### config.mk
export PLATFORM = sky130hd
export DESIGN_NAME = access_sequencer_flat
export DESIGN_NICKNAME = d
export VERILOG_FILES = /design/src/rtl/access_sequencer_if.sv /design/src/rtl/access_sequencer.sv /design/src/flat_wrapper.sv
export SDC_FILE = /design/constraint.sdc
export NUM_CORES = 1
export LEC_CHECK = 0
export ABC_AREA = 1
export CAP_MARGIN = 20
export CORE_UTILIZATION = 51
export DETAILED_ROUTE_END_ITERATION = 7
export PLACE_DENSITY = 0.77
export SKIP_CTS_REPAIR_TIMING = 1
export SLEW_MARGIN = 10
export SYNTH_ARGS = -nofsm -noshare
export SYNTH_HDL_FRONTEND = slang
export SYNTH_SLANG_ARGS = --single-unit
### constraint.sdc
create_clock -name clk -period 1.5 [get_ports clk]
set_input_delay 0.15 -clock clk [delete_from_list [all_inputs] [get_ports clk]]
set_output_delay 0.15 -clock clk [all_outputs]
set_load 0.1 [all_outputs]
### src/rtl/access_sequencer_if.sv
// Handshake and status bundle between an access requester and access_sequencer.
// The master side drives run control and memory responses; the slave side is the sequencer.
interface access_sequencer_if;
  logic        start;
  logic        hit;
  logic        miss;
  logic [14:0] address;
  logic        busy;
  logic        done;
  logic [15:0] hit_count;
  logic [15:0] miss_count;
  logic        error;

  modport master (
    output start, hit, miss,
    input  address, busy, done, hit_count, miss_count, error
  );

  modport slave (
    input  start, hit, miss,
    output address, busy, done, hit_count, miss_count, error
  );
endinterface

### src/rtl/access_sequencer.sv
// access_sequencer: walks NUM_ACC consecutive addresses from START_ADDR, waiting for a
// hit on each and classifying every access as clean hit or miss.
// Optional watchdog: define ACCESS_TIMEOUT_EN to abort a run when one access waits
// TIMEOUT cycles without a hit (sets sticky error, forces DONE).
module access_sequencer #(
  parameter logic [14:0] START_ADDR = 15'd0,
  parameter logic [15:0] NUM_ACC    = 16'd1024,
  parameter logic [15:0] TIMEOUT    = 16'd64
) (
  input  logic               clk,
  input  logic               rst,
  access_sequencer_if.slave  bus
);

  localparam int unsigned ADDR_W = 15;
  localparam int unsigned CNT_W  = 16;

  typedef enum logic [1:0] {
    S_IDLE   = 2'd0,
    S_ACCESS = 2'd1,
    S_DONE   = 2'd2
  } state_t;

  // Reject configurations that cannot run.
  if (NUM_ACC == 16'd0) begin : g_bad_num_acc
    $error("access_sequencer: NUM_ACC must be in 1..65535");
  end
  if (TIMEOUT == 16'd0) begin : g_bad_timeout
    $error("access_sequencer: TIMEOUT must be nonzero");
  end

  state_t             state_q, state_d;
  logic [ADDR_W-1:0]  addr_q, addr_d;
  logic [CNT_W-1:0]   idx_q, idx_d;
  logic               seen_q, seen_d;
  logic [CNT_W-1:0]   hit_cnt_q, hit_cnt_d;
  logic [CNT_W-1:0]   miss_cnt_q, miss_cnt_d;
  logic               busy_q, done_q;
`ifdef ACCESS_TIMEOUT_EN
  logic [CNT_W-1:0]   wait_q, wait_d;
  logic               err_q, err_d;
`endif

  function automatic logic [CNT_W-1:0] sat_inc(input logic [CNT_W-1:0] v);
    return (v == {CNT_W{1'b1}}) ? v : v + CNT_W'(1);
  endfunction

  // Next-state and next-value logic for the run sequencer.
  always_comb begin
    state_d    = state_q;
    addr_d     = addr_q;
    idx_d      = idx_q;
    seen_d     = seen_q;
    hit_cnt_d  = hit_cnt_q;
    miss_cnt_d = miss_cnt_q;
`ifdef ACCESS_TIMEOUT_EN
    wait_d     = wait_q;
    err_d      = err_q;
`endif
    unique case (state_q)
      S_IDLE, S_DONE: begin
        if (bus.start) begin
          state_d    = S_ACCESS;
          addr_d     = START_ADDR;
          idx_d      = '0;
          seen_d     = 1'b0;
          hit_cnt_d  = '0;
          miss_cnt_d = '0;
`ifdef ACCESS_TIMEOUT_EN
          wait_d     = '0;
          err_d      = 1'b0;
`endif
        end
      end
      S_ACCESS: begin
        if (bus.hit) begin
          // A miss seen at any point during the access, or alongside the hit, taints it.
          if (seen_q || bus.miss) miss_cnt_d = sat_inc(miss_cnt_q);
          else                    hit_cnt_d  = sat_inc(hit_cnt_q);
          if (idx_q == NUM_ACC - CNT_W'(1)) begin
            state_d = S_DONE;
          end else begin
            idx_d  = idx_q + CNT_W'(1);
            addr_d = addr_q + ADDR_W'(1);
            seen_d = 1'b0;
`ifdef ACCESS_TIMEOUT_EN
            wait_d = '0;
`endif
          end
        end else begin
          if (bus.miss) seen_d = 1'b1;
`ifdef ACCESS_TIMEOUT_EN
          wait_d = wait_q + CNT_W'(1);
          if (wait_d == TIMEOUT) begin
            err_d   = 1'b1;
            state_d = S_DONE;
          end
`endif
        end
      end
      default: state_d = S_IDLE;
    endcase
  end

  // State and datapath registers with synchronous reset.
  always_ff @(posedge clk) begin
    if (rst) begin
      state_q    <= S_IDLE;
      addr_q     <= START_ADDR;
      idx_q      <= '0;
      seen_q     <= 1'b0;
      hit_cnt_q  <= '0;
      miss_cnt_q <= '0;
      busy_q     <= 1'b0;
      done_q     <= 1'b0;
`ifdef ACCESS_TIMEOUT_EN
      wait_q     <= '0;
      err_q      <= 1'b0;
`endif
    end else begin
      state_q    <= state_d;
      addr_q     <= addr_d;
      idx_q      <= idx_d;
      seen_q     <= seen_d;
      hit_cnt_q  <= hit_cnt_d;
      miss_cnt_q <= miss_cnt_d;
      busy_q     <= (state_d == S_ACCESS);
      done_q     <= (state_d == S_DONE);
`ifdef ACCESS_TIMEOUT_EN
      wait_q     <= wait_d;
      err_q      <= err_d;
`endif
    end
  end

  assign bus.address    = addr_q;
  assign bus.busy       = busy_q;
  assign bus.done       = done_q;
  assign bus.hit_count  = hit_cnt_q;
  assign bus.miss_count = miss_cnt_q;
`ifdef ACCESS_TIMEOUT_EN
  assign bus.error      = err_q;
`else
  assign bus.error      = 1'b0;
`endif

endmodule

### src/flat_wrapper.sv
// flat-port wrapper written by rule: the top's interface ports become plain ports
module access_sequencer_flat 
#(
  parameter logic [14:0] START_ADDR = 15'd0,
  parameter logic [15:0] NUM_ACC    = 16'd1024,
  parameter logic [15:0] TIMEOUT    = 16'd64
)
  (clk, rst, bus_start, bus_hit, bus_miss, bus_address, bus_busy, bus_done, bus_hit_count, bus_miss_count, bus_error);
  access_sequencer_if bus_i ();
  input  logic clk;
  input  logic rst;
  input wire logic [$bits(bus_i.start)-1:0] bus_start;
  input wire logic [$bits(bus_i.hit)-1:0] bus_hit;
  input wire logic [$bits(bus_i.miss)-1:0] bus_miss;
  output wire logic [$bits(bus_i.address)-1:0] bus_address;
  output wire logic [$bits(bus_i.busy)-1:0] bus_busy;
  output wire logic [$bits(bus_i.done)-1:0] bus_done;
  output wire logic [$bits(bus_i.hit_count)-1:0] bus_hit_count;
  output wire logic [$bits(bus_i.miss_count)-1:0] bus_miss_count;
  output wire logic [$bits(bus_i.error)-1:0] bus_error;
  assign bus_i.start = bus_start;
  assign bus_i.hit = bus_hit;
  assign bus_i.miss = bus_miss;
  assign bus_address = bus_i.address;
  assign bus_busy = bus_i.busy;
  assign bus_done = bus_i.done;
  assign bus_hit_count = bus_i.hit_count;
  assign bus_miss_count = bus_i.miss_count;
  assign bus_error = bus_i.error;
  access_sequencer #(.START_ADDR(START_ADDR), .NUM_ACC(NUM_ACC), .TIMEOUT(TIMEOUT)) u_core (.clk(clk), .rst(rst), .bus(bus_i));
endmodule
; Yosys cells after proc, flatten, opt, wreduce, memory -nomap -nowiden
; Cells that the tools add are included.
[op_classes]
add_sub_neg = 4
n_mul = 0
n_div = 0
magnitude_cmp = 0
n_eq_ne = 16
shift = 0
muxes = 25
bitwise = 0
n_reduce_logical = 8
[op_table]
columns = op, count
row1 = $mux 16, 9
row2 = $pmux 16 s2, 3
row3 = $add 16x1->16 const B, 3
row4 = $mux 15, 3
row5 = $eq 16x16->1 const B, 2
row6 = $pmux 15 s2, 1
row7 = $eq 16x10->1 const B, 1
row8 = $add 15x1->15 const B, 1
row9 = $ne 2x2->1 const B, 6
row10 = $reduce_and 5->1, 2
row11 = $reduce_and 4->1, 2
row12 = $mux 2, 3
row13 = $ne 3x3->1 const B, 2
row14 = $eq 2x1->1 const B, 2
row15 = $eq 2x2->1 const B, 2
row16 = $mux 1, 4
row17 = $pmux 2 s2, 1
row18 = $logic_not 2->1, 1
row19 = $ne 2x1->1 const B, 1
row20 = $pmux 1 s2, 1
row21 = $reduce_bool 2->1, 1
row22 = $reduce_or 2->1, 1
row23 = $logic_or 1x1->1, 1
[totals]
register_bits = 68
latchBits = 0
ramBits = 0
mem_bits_ro = 0
output_inout_bits = 50
word_cells = 61
n_memories = 0

; Longest topological paths before layout
; Gate-level depths: netlist (run 1).
[depth]
word_depth = 5
depth_mapped = 12

; Worst setup path after synthesis (run 1)
; OpenSTA, ideal clock, no wires.
[synth_path]
path_type = register to register
start = reg u_core.miss_cnt_q[1], in the netlist u_core.bus.miss_count[1]
end = reg u_core.miss_cnt_q[12], in the netlist u_core.bus.miss_count[12]
setup_ns = 0.110
t_arrival_ns = 2.199
required_ns = 1.390
setup_slack_ns = -0.809
stages_incl_launch_ff = 11
path_buffers = 0
path_cell_list = dfxtp_1 > ha_1 > nand3_1 > nor2_1 > nand2_1 > nor2_1 > nand3_1 > nand2_1 > nand2_1 > nand2_1 > nor2_1
[synth_between]
elab_chain_len = 5
word_cells_on_any_way = 8
cone_classes = 1 x add/sub / 2 x eq/ne / 4 x mux / 1 x reduce/logical
[synth_lines]
columns = element, line
row1 = from (decl), access_sequencer.sv:37  ; logic [CNT_W-1:0] miss_cnt_q, miss_cnt_d;
row2 = from (signal assigned), access_sequencer.sv:126  ; miss_cnt_q <= miss_cnt_d;
row3 = $add 16x1->16, access_sequencer.sv:45  ; return (v == {CNT_W{1'b1}}) ? v : v + CNT_W'(1);
row4 = $mux 16, access_sequencer.sv:45
row5 = $mux 16, access_sequencer.sv:78  ; if (seen_q || bus.miss) miss_cnt_d = sat_inc(miss_cnt_q);
row6 = $mux 16, access_sequencer.sv:76  ; if (bus.hit) begin
row7 = $pmux 16 s2, access_sequencer.sv:60  ; unique case (state_q)
; Parallel ways exist; a longest one is shown, timed or not. The select of a mux whose other input is x is not followed.
; A chain may end at the register's enable or synchronous reset.

; Worst setup path after layout (run 1)
[layout_path]
start = reg u_core.hit_cnt_q[0], in the netlist u_core.bus.hit_count[0]
end = reg u_core.hit_cnt_q[12], in the netlist u_core.bus.hit_count[12]
[layout_between]
elab_chain_len = 5
word_cells_on_any_way = 8
cone_classes = 1 x add/sub / 2 x eq/ne / 4 x mux / 1 x reduce/logical
[layout_lines]
columns = element, line
row1 = from (decl), access_sequencer.sv:36  ; logic [CNT_W-1:0] hit_cnt_q, hit_cnt_d;
row2 = from (signal assigned), access_sequencer.sv:125  ; hit_cnt_q <= hit_cnt_d;
row3 = $add 16x1->16, access_sequencer.sv:45
row4 = $mux 16, access_sequencer.sv:45
row5 = $mux 16, access_sequencer.sv:78
row6 = $mux 16, access_sequencer.sv:76
row7 = $pmux 16 s2, access_sequencer.sv:60
; Parallel ways exist; a longest one is shown, timed or not. The select of a mux whose other input is x is not followed.

==> results of run 1 <==
-- cells in the mapped netlist --
cell / count / area share
or2_1: 1 / 0.0015
nand2_2: 3 / 0.0044
buf_12: 2 / 0.0093
ha_1: 4 / 0.012
nand3_2: 3 / 0.0070
a31oi_1: 1 / 0.0015
buf_6: 6 / 0.016
nor2_8: 1 / 0.0047
conb_1: 1 / 0.00087
nand3_1: 30 / 0.035
nand2_8: 1 / 0.0047
o21bai_1: 1 / 0.0017
nor3_1: 10 / 0.012
dfxtp_1: 68 / 0.32
nand4_1: 38 / 0.055
nand2_4: 2 / 0.0052
nand3_4: 1 / 0.0041
o21ai_0: 20 / 0.023
clkinv_2: 1 / 0.0012
a21oi_1: 29 / 0.034
buf_4: 4 / 0.0070
xor2_1: 3 / 0.0061
nor2_1: 142 / 0.12
nor2_4: 2 / 0.0052
nor2_2: 6 / 0.0087
clkbuf_1: 5 / 0.0044
clkinv_1: 1 / 0.00087
inv_1: 103 / 0.090
or2_2: 1 / 0.0015
nand2_1: 202 / 0.18
o21ai_1: 6 / 0.0070
or2_4: 1 / 0.0020
nor3b_1: 4 / 0.0070
inv_4: 2 / 0.0029
buf_2: 6 / 0.0070
-- layout by cell type, fill, tap and decap left out, types with 3 or more instances in the layout --
cell	synthesis	final
inv_1	103	98
nor2_2	6	22
a21oi_1	29	26
o21ai_0	20	12
nand4_1	38	38
dfxtp_4	0	39
buf_4	4	62
nor3_1	10	10
a21oi_2	0	3
buf_12	2	53
inv_2	0	5
nor3b_2	0	3
ha_4	0	4
clkinv_1	1	3
dfxtp_1	68	15
nand2_2	3	14
xor2_1	3	3
nand3_2	3	3
clkdlybuf4s50_1	0	4
nand3_4	1	10
dfxtp_2	0	14
o21ai_1	6	13
nor2_1	142	115
nand2_1	202	190
nand3_1	30	23
buf_6	6	13
clkbuf_8	0	9
nor2_4	2	13
-- how the worst min path moves through the flow --
stage | from | end | depth (start not counted)
6_report | u_core.bus.address[9] | u_core.bus.address[9] | 2
3_5_place_dp | u_core.bus.address[9] | u_core.bus.address[9] | 2
3_3_place_gp | u_core.seen_q | u_core.seen_q | 2
2_1_floorplan | bus_miss | u_core.seen_q | 2
5_1_grt | u_core.bus.address[9] | u_core.bus.address[9] | 2
4_1_cts | u_core.bus.address[9] | u_core.bus.address[9] | 2
-- cell families (layout without fill, tap and decap cells) --
| group | count (synthesis) | in the layout | synth area share |
|---|---|---|---|
| compound gates | 57 | 57 | 0.0673 |
| fa+ha+maj | 4 | 4 | 0.0117 |
| simple gates | 448 | 450 | 0.459 |
| flops | 68 | 68 | 0.317 |
| other cells | 1 | 1 | 0.000873 |
| buf+inv | 130 | 257 | 0.138 |
| xor+xnor | 3 | 3 | 0.00612 |
-- per-stage QoR --
step | cells | setup slack [ns]
floorplan | 711 | -0.0788
global placement | 904 | -0.177
detailed placement | 904 | -0.204
CTS | 920 | -0.109
global route | 945 | -0.127
finish | 945 | -0.0718
-- metal layers --
layer,part of all wire,GRT usage,vias to the layer above
met2,0.51,0.496,262
met3,0.069,0.0421,35
met5,0,0,-
met1,0.40,0.335,2380
li1,-,-,2480
met4,0.022,0.119,0
-- state kept, by name, indices dropped and copies added, names as in the netlist --
name / cells
u_core.bus.hit_count: 16
u_core.bus.done: 1
u_core.seen_q: 1
u_core.bus.miss_count: 16
u_core.bus.address: 15
u_core.bus.busy: 1
u_core.idx_q: 16
u_core.state_q: 2
-- worst register-to-register path: stages (launching register included) --
cell and delay [ns]:
dfxtp_4 0.39, ha_4 0.17, nand2_1 0.14, nor2_4 0.19
nand2_1 0.12, nor2_2 0.13, nand4_1 0.13, nand2_1 0.11
inv_1 0.05, nor2_1 0.10
-- area by class of cell --
class	count	area (sq um)	share of cell area
repair buffers	134	1750	0.261
well taps	105	131	0.0196
clock buffers	10	128	0.0190
multi-input cells	515	2710	0.403
flip-flops and latches	68	1530	0.227
inverters	107	414	0.0617
clock inverters	6	55.1	0.00820
-- power groups by stage --
stage | Clock [uW] | Sequential (uW) | Combinational (uW)
floorplan | 0 | 2160 | 420
global placement | 0 | 1910 | 979
detailed placement | 0 | 1910 | 1000
CTS | 1500 | 1870 | 1010
global route | 1580 | 1880 | 1200
finish | 1490 | 1870 | 1140
==> out/metrics.cfg, run 1 <==
[hold_path]
holdCritPathClass = flop to flop

[sta]
period_share = 1.05
tns_ns = -0.111
setup_ws_ns = -0.0718
layout_min_cycle_time_ns = 1.57
finalMaxSlewViolations = 0
hold_ws_ns = 0.483
finClkSkew_ns = 0.0113
rsz0062_at_grt = yes
hold_viol = 0
setup_viol = 3
fmax_mhz = 636

[die]
die_w_um = 93.8
start_util = 0.525
fp.dieH_um = 93.8
rows = 33
io_pins = 55
dieArea_sq_um = 8790
core_area_sq_um = 8180

[final_layout]
fillers = 487
drive_gt1_frac = 0.338
fin_area_sq_um = 6710
syn_to_final_growth_pct = 56.4
n_antenna_cell = 0
final_util = 0.821
fin_nets = 844

[clock_tree]
clock_latency_ns = 0.35
h-tree-depth = 3
cts_buffers = 9
cts_tree = yes
clock_path_buffers = 2
clk_pin_slew_worst_paths_ns = 0.08
clockRootBuffer = clkbuf_8
clock-sinks = 68

[worst_setup_path]
r2r-start = u_core.bus.hit_count[0]
critPathLaunchType = flop
arrival_ns = 1.85
endpoint = u_core.bus.hit_count[12]
critPathKind = flop to flop
r2r_slack_ns = -0.07
cpMostUsedCell = nand2_1
cp.buffers_inverters = 1
critical_path.max_stage_delay_ns = 0.39
r2r_cells = 9
critPathCaptureType = flop
cp_max_fo = 4
r2r-end = u_core.bus.hit_count[12]
critPathRequiredTime_ns = 1.78
critPathLaunch = u_core.bus.hit_count[0]
cp.depth = 9
crit_path_top_delay_cell = dfxtp_4
path_cells = ha_4, nand2_1, nor2_4, nand2_1, nor2_2, nand4_1, nand2_1, inv_1, nor2_1
cp_top_family = simple AND/OR/NAND/NOR gates

[placement]
numPortBuffers = 53
hpwl_um = 8440
place_area_sq_um = 5990
gp_congestion = 0.927

[synthesis]
ys_ff_latch = 68
ys_types = 35
synth.avg_cell_area_sq_um = 6.04
synth_nets = 720
synthesis.area_sq_um = 4290
netlist_instances = 711
yosysWarnings = 0
synth_seq_area_share = 0.317

[run_status]
violations = negative setup slack
status = complete, but fails checks

[global_routing]
grt_pass1_wl_um = 19900
antenna_found_initial = 0
overflow = 0
grt_max_degree = 29
grt_use_total = 0.281
grt_pass1_vias = 4593

[detailed_routing]
wl_per_cell_um = 14.2
ant_nets = 0
drc = 0
viasPerCell = 5.46
vias = 5157
drt_pass1_iterations = 5
first_iter_violations = 435
wirelength_um = 13500

[power_and_ir_drop]
seq_power_share = 0.416
share_comb_of_total_power = 0.253
internal-power_uw = 2990
p_leak_uw = 0.00275
switching_share = 0.336
ir_drop_v = 0.000533
total_power_uw = 4500
power_density_nw_per_um2 = 670
clkPwrFrac = 0.332
switching_power_uw = 1510

[job]
max_cap_viol_count = 0

Power figures use the tool's default switching activity.
==> inputs of run 2 (changes only) <==
--- a/config.mk
+++ b/config.mk
@@ -7,9 +7,9 @@
 export LEC_CHECK = 0
 export ABC_AREA = 1
 export CAP_MARGIN = 20
-export CORE_UTILIZATION = 51
+export CORE_UTILIZATION = 56
 export DETAILED_ROUTE_END_ITERATION = 7
-export PLACE_DENSITY = 0.77
+export PLACE_DENSITY_LB_ADDON = 0.15
 export SKIP_CTS_REPAIR_TIMING = 1
 export SLEW_MARGIN = 10
 export SYNTH_ARGS = -nofsm -noshare
==> constraint.sdc (replaced) <==
create_clock -name clk -period 1.49 [get_ports clk]
set_input_delay 0.149 -clock clk [delete_from_list [all_inputs] [get_ports clk]]
set_output_delay 0.149 -clock clk [all_outputs]
set_load 0.1 [all_outputs]
==> run 2 against run 1 <==
Against the previous run: the flow finishes with violations (design-rule violations, negative setup slack); flip-flop and latch count unchanged; utilization rose by 5.9 points; clock skew fell by 0.0033 ns; clock power grew 15%; setup slack got worse by 0.10 ns; worst hold slack gained 0.0099 ns; power increased by 5.0%; cell count shrank 4.0%; combinational power about the same; wire length increased by 16%; cell area down 3.9%; largest power group unchanged.
==> out/metrics.cfg, run 2 (synthesized netlist as in run 1, its figures left out) <==
[placement]
place_area_sq_um = 5830
gp_congestion = 0.955
hpwl_um = 8580
numPortBuffers = 53

[detailed_routing]
routed.top_layer = met4
ant_nets = 0
vias = 5460
first_iter_violations = 659
wirelength_um = 15600
drt-met1-wl_um = 5310
wl_met3_um = 1530
route.met2.wl_um = 7670
viasPerCell = 6.02
drc = 2
drt_pass1_iterations = 8
wl_per_cell_um = 17.2

[worst_setup_path]
cpMostUsedCell = nor2_1
arrival_ns = 1.92
critPathKind = flop to flop
critPathLaunchType = flop
critPathRequiredTime_ns = 1.74
critical_path.max_stage_delay_ns = 0.41
critPathCaptureType = flop
cp_max_fo = 6
path_cells = ha_4, nand2_4, nor2_4, buf_4, nand4_1, nand3_1, nor2_1, nor2_1, nor2_1
crit_path_top_delay_cell = dfxtp_4

[sta]
finalMaxSlewViolations = 0
period_share = 1.12
hold_ws_ns = 0.493
setup_ws_ns = -0.174
setup_viol = 38
tns_ns = -1.61
finClkSkew_ns = 0.00795
hold_viol = 0
fmax_mhz = 601
layout_min_cycle_time_ns = 1.66
rsz0062_at_grt = yes

[final_layout]
fin_area_sq_um = 6450
final_common_cell = nand2_1
drive_gt1_frac = 0.313
syn_to_final_growth_pct = 50.3
fin_nets = 812
fillers = 339
final_util = 0.880
most-common-layout-cells = nand2_1, nor2_1, inv_1, buf_12, buf_4
n_antenna_cell = 0

[die]
start_util = 0.586
core_area_sq_um = 7330
fp.dieH_um = 89.6
io_pins = 55
rows = 31
dieArea_sq_um = 8020
die_w_um = 89.6

[global_routing]
grt_pass1_vias = 4534
grt_pass1_wl_um = 19700
overflow = 0
antenna_found_initial = 0
grt_use_total = 0.317
grt_max_degree = 29

[clock_tree]
clk_pin_slew_worst_paths_ns = 0.08
h-tree-depth = 3
clock_path_buffers = 2
clock-sinks = 68
cts_buffers = 9
cts_tree = yes
clock_latency_ns = 0.36
clockRootBuffer = clkbuf_8

[run_status]
status = complete, but fails checks
violations = design-rule violations, negative setup slack

[power_and_ir_drop]
power_density_nw_per_um2 = 732
p_leak_uw = 0.00264
ir_drop_v = 0.000790

[job]
max_cap_viol_count = 0

[hold_path]
holdCritPathClass = flop to flop

[run 2: final cells by class]
cell class,count,area [sq um],share of cell area
well taps,99,124,0.0192
multi-input cells,515,2710,0.420
clock buffers,11,163,0.0252
inverters,107,414,0.0642
repair buffers,102,1460,0.227
flip-flops and latches,68,1520,0.236
clock inverters,5,53.8,0.00834
[run 2: worst paths after layout]
path	start	to	slack, ns	cells past startpoint
setup reg to reg	u_core.bus.address[0]	u_core.bus.address[12]	-0.17	9
hold reg to reg	u_core.bus.address[9]	u_core.bus.address[9]	0.49	2
hold / removal	u_core.bus.address[9]	u_core.bus.address[9]	0.49	2
setup / recovery	u_core.bus.address[0]	u_core.bus.address[12]	-0.17	9
[run 2: report_power, final]
| part | switching [uW] | internal [uW] |
|---|---|---|
| clock | 790 | 921 |
| sequential | 80.6 | 1820 |
| combinational | 725 | 393 |
[run 2: metal layers]
metal / up-vias / GRT usage
met2: 438 / 0.570
met5: - / 0
met1: 2473 / 0.350
li1: 2408 / -
met4: 0 / 0.166
met3: 141 / 0.0656
[run 2: stage by stage]
step	worst slack (ns)	std cells	power, uW
floorplan	-0.0888	711	2600
global route	-0.238	907	4870
finish	-0.174	907	4730
CTS	-0.118	895	4580
detailed placement	-0.273	879	2920
global placement	-0.217	879	2890
[run 2: worst max-delay path, delay by kind of cell (launching register included)]
kind                     cells  cell delay, ns
AND/OR/NAND/NOR              7            0.85
flip-flops                   1            0.41
adder cells (fa/ha/maj)      1            0.16
buffers and inverters        1            0.14
